**src/rtl/gl_raster_sequencer_if.sv**
```systemverilog
// Triangle stream, frame control and rasterizer bus for the raster sequencer.
// master: frame/triangle source plus the rasterizer side; slave: the sequencer.
interface gl_raster_sequencer_if #(
  parameter int unsigned VERTEX_TYPE_SIZE = 96,
  parameter int unsigned COLOR_TYPE_SIZE  = 96,
  parameter int unsigned TRI_CNT_W        = 16
);
  logic                          frame_start;
  logic [TRI_CNT_W-1:0]          frame_tri_count;
  logic                          tri_valid;
  logic                          tri_ready;
  logic [3*VERTEX_TYPE_SIZE-1:0] tri_vertex;
  logic [3*COLOR_TYPE_SIZE-1:0]  tri_color;
  logic [VERTEX_TYPE_SIZE-1:0]   rast_vertex1, rast_vertex2, rast_vertex3;
  logic [COLOR_TYPE_SIZE-1:0]    rast_color1, rast_color2, rast_color3;
  logic                          rast_start;
  logic                          rast_done;
  logic                          busy;
  logic [TRI_CNT_W-1:0]          tris_drawn;
  logic                          frame_done;
  logic                          timeout_err;

  modport master (
    output frame_start, frame_tri_count, tri_valid, tri_vertex, tri_color, rast_done,
    input  tri_ready, rast_vertex1, rast_vertex2, rast_vertex3, rast_color1, rast_color2,
           rast_color3, rast_start, busy, tris_drawn, frame_done, timeout_err
  );

  modport slave (
    input  frame_start, frame_tri_count, tri_valid, tri_vertex, tri_color, rast_done,
    output tri_ready, rast_vertex1, rast_vertex2, rast_vertex3, rast_color1, rast_color2,
           rast_color3, rast_start, busy, tris_drawn, frame_done, timeout_err
  );
endinterface

```
**src/rtl/gl_raster_sequencer.sv**
```systemverilog
// Front-end sequencer for the triangle rasterizer: fetches one triangle at a time,
// holds it on registered buses, pulses start, waits for done, counts and watchdogs.
module gl_raster_sequencer #(
  parameter int unsigned VERTEX_TYPE_SIZE = 96,
  parameter int unsigned COLOR_TYPE_SIZE  = 96,
  parameter int unsigned TRI_CNT_W        = 16,
  parameter int unsigned TIMEOUT_CYCLES   = 1048576
) (
  input logic                  clk,
  input logic                  rst,
  gl_raster_sequencer_if.slave bus
);
  localparam int unsigned VW  = VERTEX_TYPE_SIZE;
  localparam int unsigned CW  = COLOR_TYPE_SIZE;
  localparam int unsigned WdW = (TIMEOUT_CYCLES > 1) ? $clog2(TIMEOUT_CYCLES) : 1;
  localparam logic [WdW-1:0] WdLast = WdW'(TIMEOUT_CYCLES - 1);

  typedef enum logic [2:0] {StIdle, StFetch, StStart, StRun, StDone} state_e;

  state_e               state_q, state_d;
  logic [TRI_CNT_W-1:0] count_q, tris_q, tris_inc;
  logic [WdW-1:0]       wd_q;
  logic                 timeout_q;
  logic [VW-1:0]        v1_q, v2_q, v3_q;
  logic [CW-1:0]        c1_q, c2_q, c3_q;
  logic                 frame_go, accept, done_hit, wd_expired;

  // Qualified events; rast_done and frame_start only matter in their own state.
  always_comb begin
    frame_go   = (state_q == StIdle) && bus.frame_start;
    accept     = (state_q == StFetch) && bus.tri_valid;
    done_hit   = (state_q == StRun) && bus.rast_done;
    wd_expired = (state_q == StRun) && (wd_q == WdLast);
    tris_inc   = tris_q + TRI_CNT_W'(1);
  end

  // State register.
  always_ff @(posedge clk) begin
    if (rst) begin
      state_q <= StIdle;
    end else begin
      state_q <= state_d;
    end
  end

  // Next-state logic; rast_done wins over the watchdog in the same cycle.
  always_comb begin
    state_d = state_q;
    unique case (state_q)
      StIdle: begin
        if (bus.frame_start) begin
          state_d = (bus.frame_tri_count == '0) ? StDone : StFetch;
        end
      end
      StFetch: begin
        if (bus.tri_valid) state_d = StStart;
      end
      StStart: state_d = StRun;
      StRun: begin
        if (bus.rast_done) begin
          state_d = (tris_inc == count_q) ? StDone : StFetch;
        end else if (wd_q == WdLast) begin
          state_d = StDone;
        end
      end
      StDone:  state_d = StIdle;
      default: state_d = StIdle;
    endcase
  end

  // Outputs decoded from state only, so tri_ready never depends on tri_valid.
  always_comb begin
    bus.tri_ready  = (state_q == StFetch);
    bus.rast_start = (state_q == StStart);
    bus.frame_done = (state_q == StDone);
    bus.busy       = (state_q != StIdle);
  end

  // Frame bookkeeping: latched count, progress counter and sticky timeout flag.
  always_ff @(posedge clk) begin
    if (rst) begin
      count_q   <= '0;
      tris_q    <= '0;
      timeout_q <= 1'b0;
    end else begin
      if (frame_go) begin
        count_q   <= bus.frame_tri_count;
        tris_q    <= '0;
        timeout_q <= 1'b0;
      end
      if (done_hit) begin
        tris_q <= tris_inc;
      end else if (wd_expired) begin
        timeout_q <= 1'b1;
      end
    end
  end

  // Watchdog: cleared in START, counts every RUN cycle.
  always_ff @(posedge clk) begin
    if (rst) begin
      wd_q <= '0;
    end else if (state_q == StStart) begin
      wd_q <= '0;
    end else if (state_q == StRun) begin
      wd_q <= wd_q + WdW'(1);
    end
  end

  // Rasterizer buses load only on accept; the rasterizer reads them combinationally.
  always_ff @(posedge clk) begin
    if (rst) begin
      v1_q <= '0;
      v2_q <= '0;
      v3_q <= '0;
      c1_q <= '0;
      c2_q <= '0;
      c3_q <= '0;
    end else if (accept) begin
      v1_q <= bus.tri_vertex[3*VW-1 -: VW];
      v2_q <= bus.tri_vertex[2*VW-1 -: VW];
      v3_q <= bus.tri_vertex[VW-1:0];
      c1_q <= bus.tri_color[3*CW-1 -: CW];
      c2_q <= bus.tri_color[2*CW-1 -: CW];
      c3_q <= bus.tri_color[CW-1:0];
    end
  end

  assign bus.rast_vertex1 = v1_q;
  assign bus.rast_vertex2 = v2_q;
  assign bus.rast_vertex3 = v3_q;
  assign bus.rast_color1  = c1_q;
  assign bus.rast_color2  = c2_q;
  assign bus.rast_color3  = c3_q;
  assign bus.tris_drawn   = tris_q;
  assign bus.timeout_err  = timeout_q;
endmodule

```
**src/flat_wrapper.sv**
```systemverilog
// flat-port wrapper written by rule: the top's interface ports become plain ports
module gl_raster_sequencer_flat 
#(
  parameter int unsigned VERTEX_TYPE_SIZE = 96,
  parameter int unsigned COLOR_TYPE_SIZE  = 96,
  parameter int unsigned TRI_CNT_W        = 16,
  parameter int unsigned TIMEOUT_CYCLES   = 1048576
)
  (clk, rst, bus_frame_start, bus_frame_tri_count, bus_tri_valid, bus_tri_vertex, bus_tri_color, bus_rast_done, bus_tri_ready, bus_rast_vertex1, bus_rast_vertex2, bus_rast_vertex3, bus_rast_color1, bus_rast_color2, bus_rast_color3, bus_rast_start, bus_busy, bus_tris_drawn, bus_frame_done, bus_timeout_err);
  gl_raster_sequencer_if #(.VERTEX_TYPE_SIZE(VERTEX_TYPE_SIZE), .COLOR_TYPE_SIZE(COLOR_TYPE_SIZE), .TRI_CNT_W(TRI_CNT_W)) bus_i ();
  input logic clk;
  input logic rst;
  input wire logic [$bits(bus_i.frame_start)-1:0] bus_frame_start;
  input wire logic [$bits(bus_i.frame_tri_count)-1:0] bus_frame_tri_count;
  input wire logic [$bits(bus_i.tri_valid)-1:0] bus_tri_valid;
  input wire logic [$bits(bus_i.tri_vertex)-1:0] bus_tri_vertex;
  input wire logic [$bits(bus_i.tri_color)-1:0] bus_tri_color;
  input wire logic [$bits(bus_i.rast_done)-1:0] bus_rast_done;
  output wire logic [$bits(bus_i.tri_ready)-1:0] bus_tri_ready;
  output wire logic [$bits(bus_i.rast_vertex1)-1:0] bus_rast_vertex1;
  output wire logic [$bits(bus_i.rast_vertex2)-1:0] bus_rast_vertex2;
  output wire logic [$bits(bus_i.rast_vertex3)-1:0] bus_rast_vertex3;
  output wire logic [$bits(bus_i.rast_color1)-1:0] bus_rast_color1;
  output wire logic [$bits(bus_i.rast_color2)-1:0] bus_rast_color2;
  output wire logic [$bits(bus_i.rast_color3)-1:0] bus_rast_color3;
  output wire logic [$bits(bus_i.rast_start)-1:0] bus_rast_start;
  output wire logic [$bits(bus_i.busy)-1:0] bus_busy;
  output wire logic [$bits(bus_i.tris_drawn)-1:0] bus_tris_drawn;
  output wire logic [$bits(bus_i.frame_done)-1:0] bus_frame_done;
  output wire logic [$bits(bus_i.timeout_err)-1:0] bus_timeout_err;
  assign bus_i.frame_start = bus_frame_start;
  assign bus_i.frame_tri_count = bus_frame_tri_count;
  assign bus_i.tri_valid = bus_tri_valid;
  assign bus_i.tri_vertex = bus_tri_vertex;
  assign bus_i.tri_color = bus_tri_color;
  assign bus_i.rast_done = bus_rast_done;
  assign bus_tri_ready = bus_i.tri_ready;
  assign bus_rast_vertex1 = bus_i.rast_vertex1;
  assign bus_rast_vertex2 = bus_i.rast_vertex2;
  assign bus_rast_vertex3 = bus_i.rast_vertex3;
  assign bus_rast_color1 = bus_i.rast_color1;
  assign bus_rast_color2 = bus_i.rast_color2;
  assign bus_rast_color3 = bus_i.rast_color3;
  assign bus_rast_start = bus_i.rast_start;
  assign bus_busy = bus_i.busy;
  assign bus_tris_drawn = bus_i.tris_drawn;
  assign bus_frame_done = bus_i.frame_done;
  assign bus_timeout_err = bus_i.timeout_err;
  gl_raster_sequencer #(.VERTEX_TYPE_SIZE(VERTEX_TYPE_SIZE), .COLOR_TYPE_SIZE(COLOR_TYPE_SIZE), .TRI_CNT_W(TRI_CNT_W), .TIMEOUT_CYCLES(TIMEOUT_CYCLES)) u_core (.clk(clk), .rst(rst), .bus(bus_i));
endmodule
```
**config.mk**
```make
export PLATFORM = sky130hd
export DESIGN_NAME = gl_raster_sequencer_flat
export DESIGN_NICKNAME = d
export VERILOG_FILES = /design/src/rtl/gl_raster_sequencer_if.sv /design/src/rtl/gl_raster_sequencer.sv /design/src/flat_wrapper.sv
export SDC_FILE = /design/constraint.sdc
export NUM_CORES = 1
export LEC_CHECK = 0
export ABC_CLOCK_PERIOD_IN_PS = 2900
export BUFFER_PORTS_ARGS = -buffer_cell sky130_fd_sc_hd__buf_4
export CAP_MARGIN = 20
export CORE_AREA = 2 2 472 474
export CTS_BUF_LIST = sky130_fd_sc_hd__clkbuf_16
export DETAILED_ROUTE_END_ITERATION = 10
export DIE_AREA = 0 0 474 476
export GPL_TIMING_DRIVEN = 0
export PLACE_DENSITY_LB_ADDON = 0.2
export REMOVE_ABC_BUFFERS = 1
export SETUP_SLACK_MARGIN = 0.3
export SLEW_MARGIN = 20
export SYNTH_ARGS = -nofsm -noshare
export SYNTH_HDL_FRONTEND = slang
export SYNTH_SLANG_ARGS = --single-unit
```
**constraint.sdc**
```tcl
create_clock -name clk -period 2.9 [get_ports clk]
set_input_delay 0.87 -clock clk [delete_from_list [all_inputs] [get_ports clk]]
set_output_delay 0.87 -clock clk [all_outputs]
set_load 0.005 [all_outputs]
```
# Yosys cells after proc, flatten, opt, wreduce, memory -nomap -nowiden
# Index checks and enable logic that the tools add are counted.
[op_classes] eq_ne=9 n_reduce_logical=10 muxes=12 add_sub_neg=2
[op_table] op="$mux 16" count=2
[op_table] op="$add 20x1->20 const B" count=1
[op_table] op="$eq 20x20->1 const B" count=1
[op_table] op="$mux 3" count=6
[op_table] op="$add 16x1->16 const B" count=1
[op_table] op="$eq 16x16->1" count=1
[op_table] op="$logic_not 16->1" count=1
[op_table] op="$pmux 3 s4" count=1
[op_table] op="$eq 3x2->1 const B" count=2
[op_table] op="$logic_and 1x1->1" count=4
[op_table] op="$ne 2x2->1 const B" count=2
[op_table] op="$eq 3x1->1 const B" count=1
[op_table] op="$eq 3x3->1 const B" count=1
[op_table] op="$logic_not 3->1" count=1
[op_table] op="$mux 1" count=3
[op_table] op="$ne 3x2->1 const B" count=1
[op_table] op="$reduce_and 3->1" count=1
[op_table] op="$reduce_bool 3->1" count=1
[op_table] op="$reduce_bool 2->1" count=1
[op_table] op="$reduce_or 2->1" count=1
[word_totals] in_bits=597 out_inout_bits=597 reg_bits=632 word_cells=44

# Longest topological paths before layout
[logic_depth] word_depth=5 mapped_depth=10 ltp_nobuf=7

# Worst setup path before layout
# Ideal clock, no wire load.
[synth_path] kind="register to register" from="register u_core.tris_q[0] (netlist: u_core.bus.tris_drawn[0])" to="register u_core.state_q[2]" path_stages_with_launch=9 arrival_ns=2.277 setup_time_ns=0.088 setup_slack_ns=0.535 t_required_ns=2.812 synth_period_minus_slack_ns=2.365 path_cell_list="dfxtp_1 -> ha_1 -> nand3_1 -> buf_2 -> or3_1 -> nor4_1 -> a21oi_1 -> o41a_1 -> nor4_2"
[synth_via] elab_chain_len=5
[synth_rtl] item="from (decl)" line="gl_raster_sequencer.sv:21" rtl="logic [TRI_CNT_W-1:0] count_q, tris_q, tris_inc;"
[synth_rtl] item="from (signal assigned)" line="gl_raster_sequencer.sv:92" rtl="tris_q <= tris_inc;"
[synth_rtl] item="$add 16x1->16" line="gl_raster_sequencer.sv:34" rtl="tris_inc = tris_q + TRI_CNT_W'(1);"
[synth_rtl] item="$eq 16x16->1" line="gl_raster_sequencer.sv:61" rtl="state_d = (tris_inc == count_q) ? StDone : StFetch;"
[synth_rtl] item="$mux 3" line="gl_raster_sequencer.sv:61"
[synth_rtl] item="$mux 3" line="gl_raster_sequencer.sv:60" rtl="if (bus.rast_done) begin"
[synth_rtl] item="$pmux 3 s4" line="gl_raster_sequencer.sv:49" rtl="unique case (state_q)"
[synth_rtl] item="to (signal assigned)" line="gl_raster_sequencer.sv:40" rtl="state_q <= StIdle;"
[synth_rtl] item="to (signal assigned)" line="gl_raster_sequencer.sv:42" rtl="state_q <= state_d;"
[synth_rtl] item="to (decl)" line="gl_raster_sequencer.sv:20" rtl="state_e state_q, state_d;"
# Every way passes these cells.
# A chain may end at the register's enable or synchronous reset.

# Final worst setup path
[layout_path] from="register u_core.tris_q[1] (netlist: u_core.bus.tris_drawn[1])" to="register u_core.state_q[2]"
# Same word-level chain as after synthesis.

==> impl_metrics.yaml <==
global_routing:
  grt_max_degree: 99
  grt-ovfl-total: 0
  grt_pass1_wl_mm: 199.5
  grt_pass1_vias: 23910
  antenna_found_initial: 70
  grt_usage_pct: 12.63
power:
  p_int_mw: 17.05
  combPwrFrac_pct: 12.5
  p_sw_share_pct: 27.74
  power.leakage_nw: 15.31
  clkPwrFrac_pct: 48.1
  p_switching_mw: 6.546
  pwr_density_cell_nw_per_um2: 614.0
  p_seq_share_pct: 39.5
  ir_drop_v: 0.0003835
timing:
  fmax_ghz: 0.3940
  min_period_over_period_pct: 87.52
  slew-limit-headroom_pct: 33.29
  slew_viol_final: 0
  layout_setup_ws_ps: 362.0
  setup_viol: 0
  finalClockSkew_ps: 26.74
  tightest_slew_ps: 997.0
  rsz0062_at_grt: "yes"
  hold_viol: 0
  min_period_ps: 2538
  whs_ps: 402.3
clock_network:
  clk_latency_ps: 700
  cts.sinks: 632
  cts_tree: "built"
  cts_made_buffers: 92
  h-tree-depth: 3
  clockRootBuffer: "clkbuf_16"
  cts_hold_buf: 0
  clockBufferDepth: 3
  clk_pin_slew_ps: 60
place:
  dp_cells: 6868
  hpwl_mm: 116.0
  io_buffer_count: 1193
  gp_congestion: 0.7901
  placed_area_um2: 35110
  pre_cts_slack_ps: -603.1
route:
  routedWlPerCell_um: 21.38
  drcViolationCount: 0
  drt_wl_total_mm: 151.3
  vias_per_cell: 3.438
  met3WireLength_mm: 18.50
  drt_iter0_drc: 1072
  met2_length_mm: 68.91
  wl_met1_mm: 59.81
  vias: 24320
  highest_layer: "met5"
  dr.pass1.iters: 5
  postRouteAntennaNets: 0
floorplanning:
  num_io_pins: 1194
  rows: 173
  coreArea_um2: 221000
  start_util_pct: 10.18
  die_h_um: 476
  die_area_um2: 225600
  die_w_um: 474
finish:
  finalNonFillerCells: 7074
  area_growth_pct: 70.86
  fillCellCount: 25230
  final_cell_area_um2: 38430
  layout-drive-gt1-share_pct: 34.34
  layout.nets: 4600
worst_setup_path:
  worstSetupEndpointType: "register"
  slowest_delay_ps: 740
  slowest_stage: "or4_2"
  crit_path_cell_trace: "nand4_2 > or4_2 > mux2_2 > o211ai_1 > o41a_1 > nor4_2"
  worstRegToRegCells: 6
  cp-start-kind: "register"
  timing.rr.start: "u_core.bus.tris_drawn[1]$_SDFFE_PP0P_"
  rrSetupSlack_ps: 360
  path_class: "register to register"
  critPathRequiredTime_ps: 3510
  r2r_end: "u_core.state_q[2]$_SDFFE_PP0P_"
  path_max_fanout: 6
  arrival_ps: 3150
yosys:
  syn_inst: 2890
  syn_area_um2: 22490
  synthArstFlopShare_pct: 0
  ys_seq_area_share_pct: 56.26
  syn_avg_cell_area_um2: 7.782
  yosys_most_used_dff: "dfxtp_1"
  synth_cell_types: 53
  ys_seq_elements: 632
  yosys_warnings: 0
  synth_edf_count: 0
min_path:
  hold_path_class: "input pin to register"
  worstHoldStart: "bus_tri_color[262]"
  whs_endpoint: "u_core.bus.rast_color1[70]$_SDFFE_PP0P_"
  whs_path_depth: 3
job:
  cap_violations: 0
outcome:
  outcome: "finished clean"
==> cells by family after synthesis <==
family | count (synthesis) | share of synthesized area (%)
compound gates | 653 | 14.86
xor+xnor | 36 | 1.402
fa+ha+maj | 2 | 0.1112
buf+inv | 225 | 3.844
flops | 632 | 56.26
mux | 2 | 0.1001
simple gates | 1340 | 23.43
==> power by group through the flow <==
stage / logic (mW) / clock network (mW) / registers (mW)
after global placement: 3.39 / 0 / 9.48
after detailed placement: 2.95 / 0 / 9.49
after CTS: 3.03 / 12.0 / 9.31
after floorplan: 1.03 / 0 / 9.49
final: 2.94 / 11.3 / 9.31
after global routing: 3.24 / 12.2 / 9.36
==> metrics by stage <==
stage,power (mW),TNS (ps),util (%)
floorplan,10.52,-4490130,-
global placement,12.87,-,15.53
detailed placement,12.44,-52160,15.89
CTS,24.30,0,17.32
global route,24.78,0,17.37
finish,23.60,0,17.39
==> per-layer routing <==
layer / GRT usage (%) / vias up
li1: - / 11680
met5: 0 / -
met3: 7.040 / 207
met2: 20.24 / 1016
met1: 14.38 / 11380
met4: 3.433 / 44
==> cells in the final DEF, fill, tap and decap left out, types with 3 or more instances in the layout <==
master,n
nand2_1,1212
buf_4,1196
dfxtp_1,621
a21oi_1,613
clkbuf_16,97
nor2_1,47
buf_16,27
inv_1,24
diode_2,22
clkinv_1,21
xor2_1,20
xnor2_1,16
clkinv_2,16
o21ai_0,15
nand3_1,14
nand4_1,11
dfxtp_2,11
nor4_1,8
bufinv_16,8
nor3_1,7
and3_1,5
a31oi_1,4
a311oi_1,4
clkinv_4,4
o31ai_1,3
or3_1,3
and2_1,3
a22oi_1,3
inv_6,3
clkinvlp_4,3
buf_12,3
==> timing repair <==
action                                  in CTS  in global routing
hold endpoints to repair                     0                  0
setup buffers                                4                  0
resized for setup                           18                  7
pin swaps                                    3                  0
gates cloned                                 7                  3
endpoints found under the setup margin     292                 48
==> worst max-delay path, delay by kind of cell (launching register included) <==
kind / cells / cell delay, ps
DFF: 1 / 490
muxes: 1 / 260
and+or+nand+nor: 3 / 1210
AOI/OAI and AO/OA: 2 / 480
==> Yosys cell counts (4+ instances only) <==
| master | n | area [µm²] |
|---|---|---|
| a21oi_1 | 613 | 3068 |
| dfxtp_1 | 632 | 12650 |
| nor4_1 | 9 | 56.30 |
| nor3_1 | 8 | 40.04 |
| nand3_1 | 15 | 75.07 |
| nand4_1 | 11 | 68.82 |
| inv_1 | 6 | 22.52 |
| buf_1 | 8 | 30.03 |
| xor2_1 | 20 | 175.2 |
| nor2_1 | 48 | 180.2 |
| a311oi_1 | 4 | 35.03 |
| a31oi_1 | 4 | 25.02 |
| and2_1 | 4 | 25.02 |
| nand2_1 | 1213 | 4553 |
| clkbuf_1 | 202 | 758.2 |
| o21ai_0 | 15 | 75.07 |
| and3_1 | 6 | 37.54 |
| buf_2 | 6 | 30.03 |
| xnor2_1 | 16 | 140.1 |
==> registers in the layout, indices dropped and copies added, names as in the netlist <==
| signal | flops |
|---|---|
| u_core.bus.tris_drawn | 16 |
| u_core.bus.rast_vertex3 | 96 |
| u_core.bus.timeout_err | 1 |
| u_core.bus.rast_color3 | 96 |
| u_core.bus.rast_color1 | 96 |
| u_core.bus.rast_color2 | 96 |
| u_core.bus.rast_vertex2 | 96 |
| u_core.state_q | 3 |
| u_core.bus.rast_vertex1 | 96 |
| u_core.wd_q | 20 |
| u_core.count_q | 16 |
==> cell type report <==
class	instances	area (µm²)	area share, %
multi-input combinational	2037	9081	23.63
sequential	632	12670	32.96
clock inverter	76	590.6	1.537
tap	2975	3722	9.687
timing repair buffer	1232	9937	25.86
antenna	22	55.05	0.1433
inverter	6	22.52	0.05861
clock buffer	94	2352	6.121
==> worst max path at each step <==
stage / depth (start not counted) / start / to
after global routing: 6 / u_core.bus.tris_drawn[1]$_SDFFE_PP0P_ / u_core.state_q[2]$_SDFFE_PP0P_
after CTS: 6 / u_core.bus.tris_drawn[10]$_SDFFE_PP0P_ / u_core.state_q[2]$_SDFFE_PP0P_
after floorplan: 3 / bus_tri_valid / u_core.bus.rast_color1[0]$_SDFFE_PP0P_
after detailed placement: 9 / bus_tri_valid / u_core.bus.rast_color1[35]$_SDFFE_PP0P_
final: 6 / u_core.bus.tris_drawn[1]$_SDFFE_PP0P_ / u_core.state_q[2]$_SDFFE_PP0P_
after global placement: 4 / bus_tri_valid / u_core.bus.rast_color3[87]$_SDFFE_PP0P_
No activity file was read; power rests on OpenSTA's default activity.
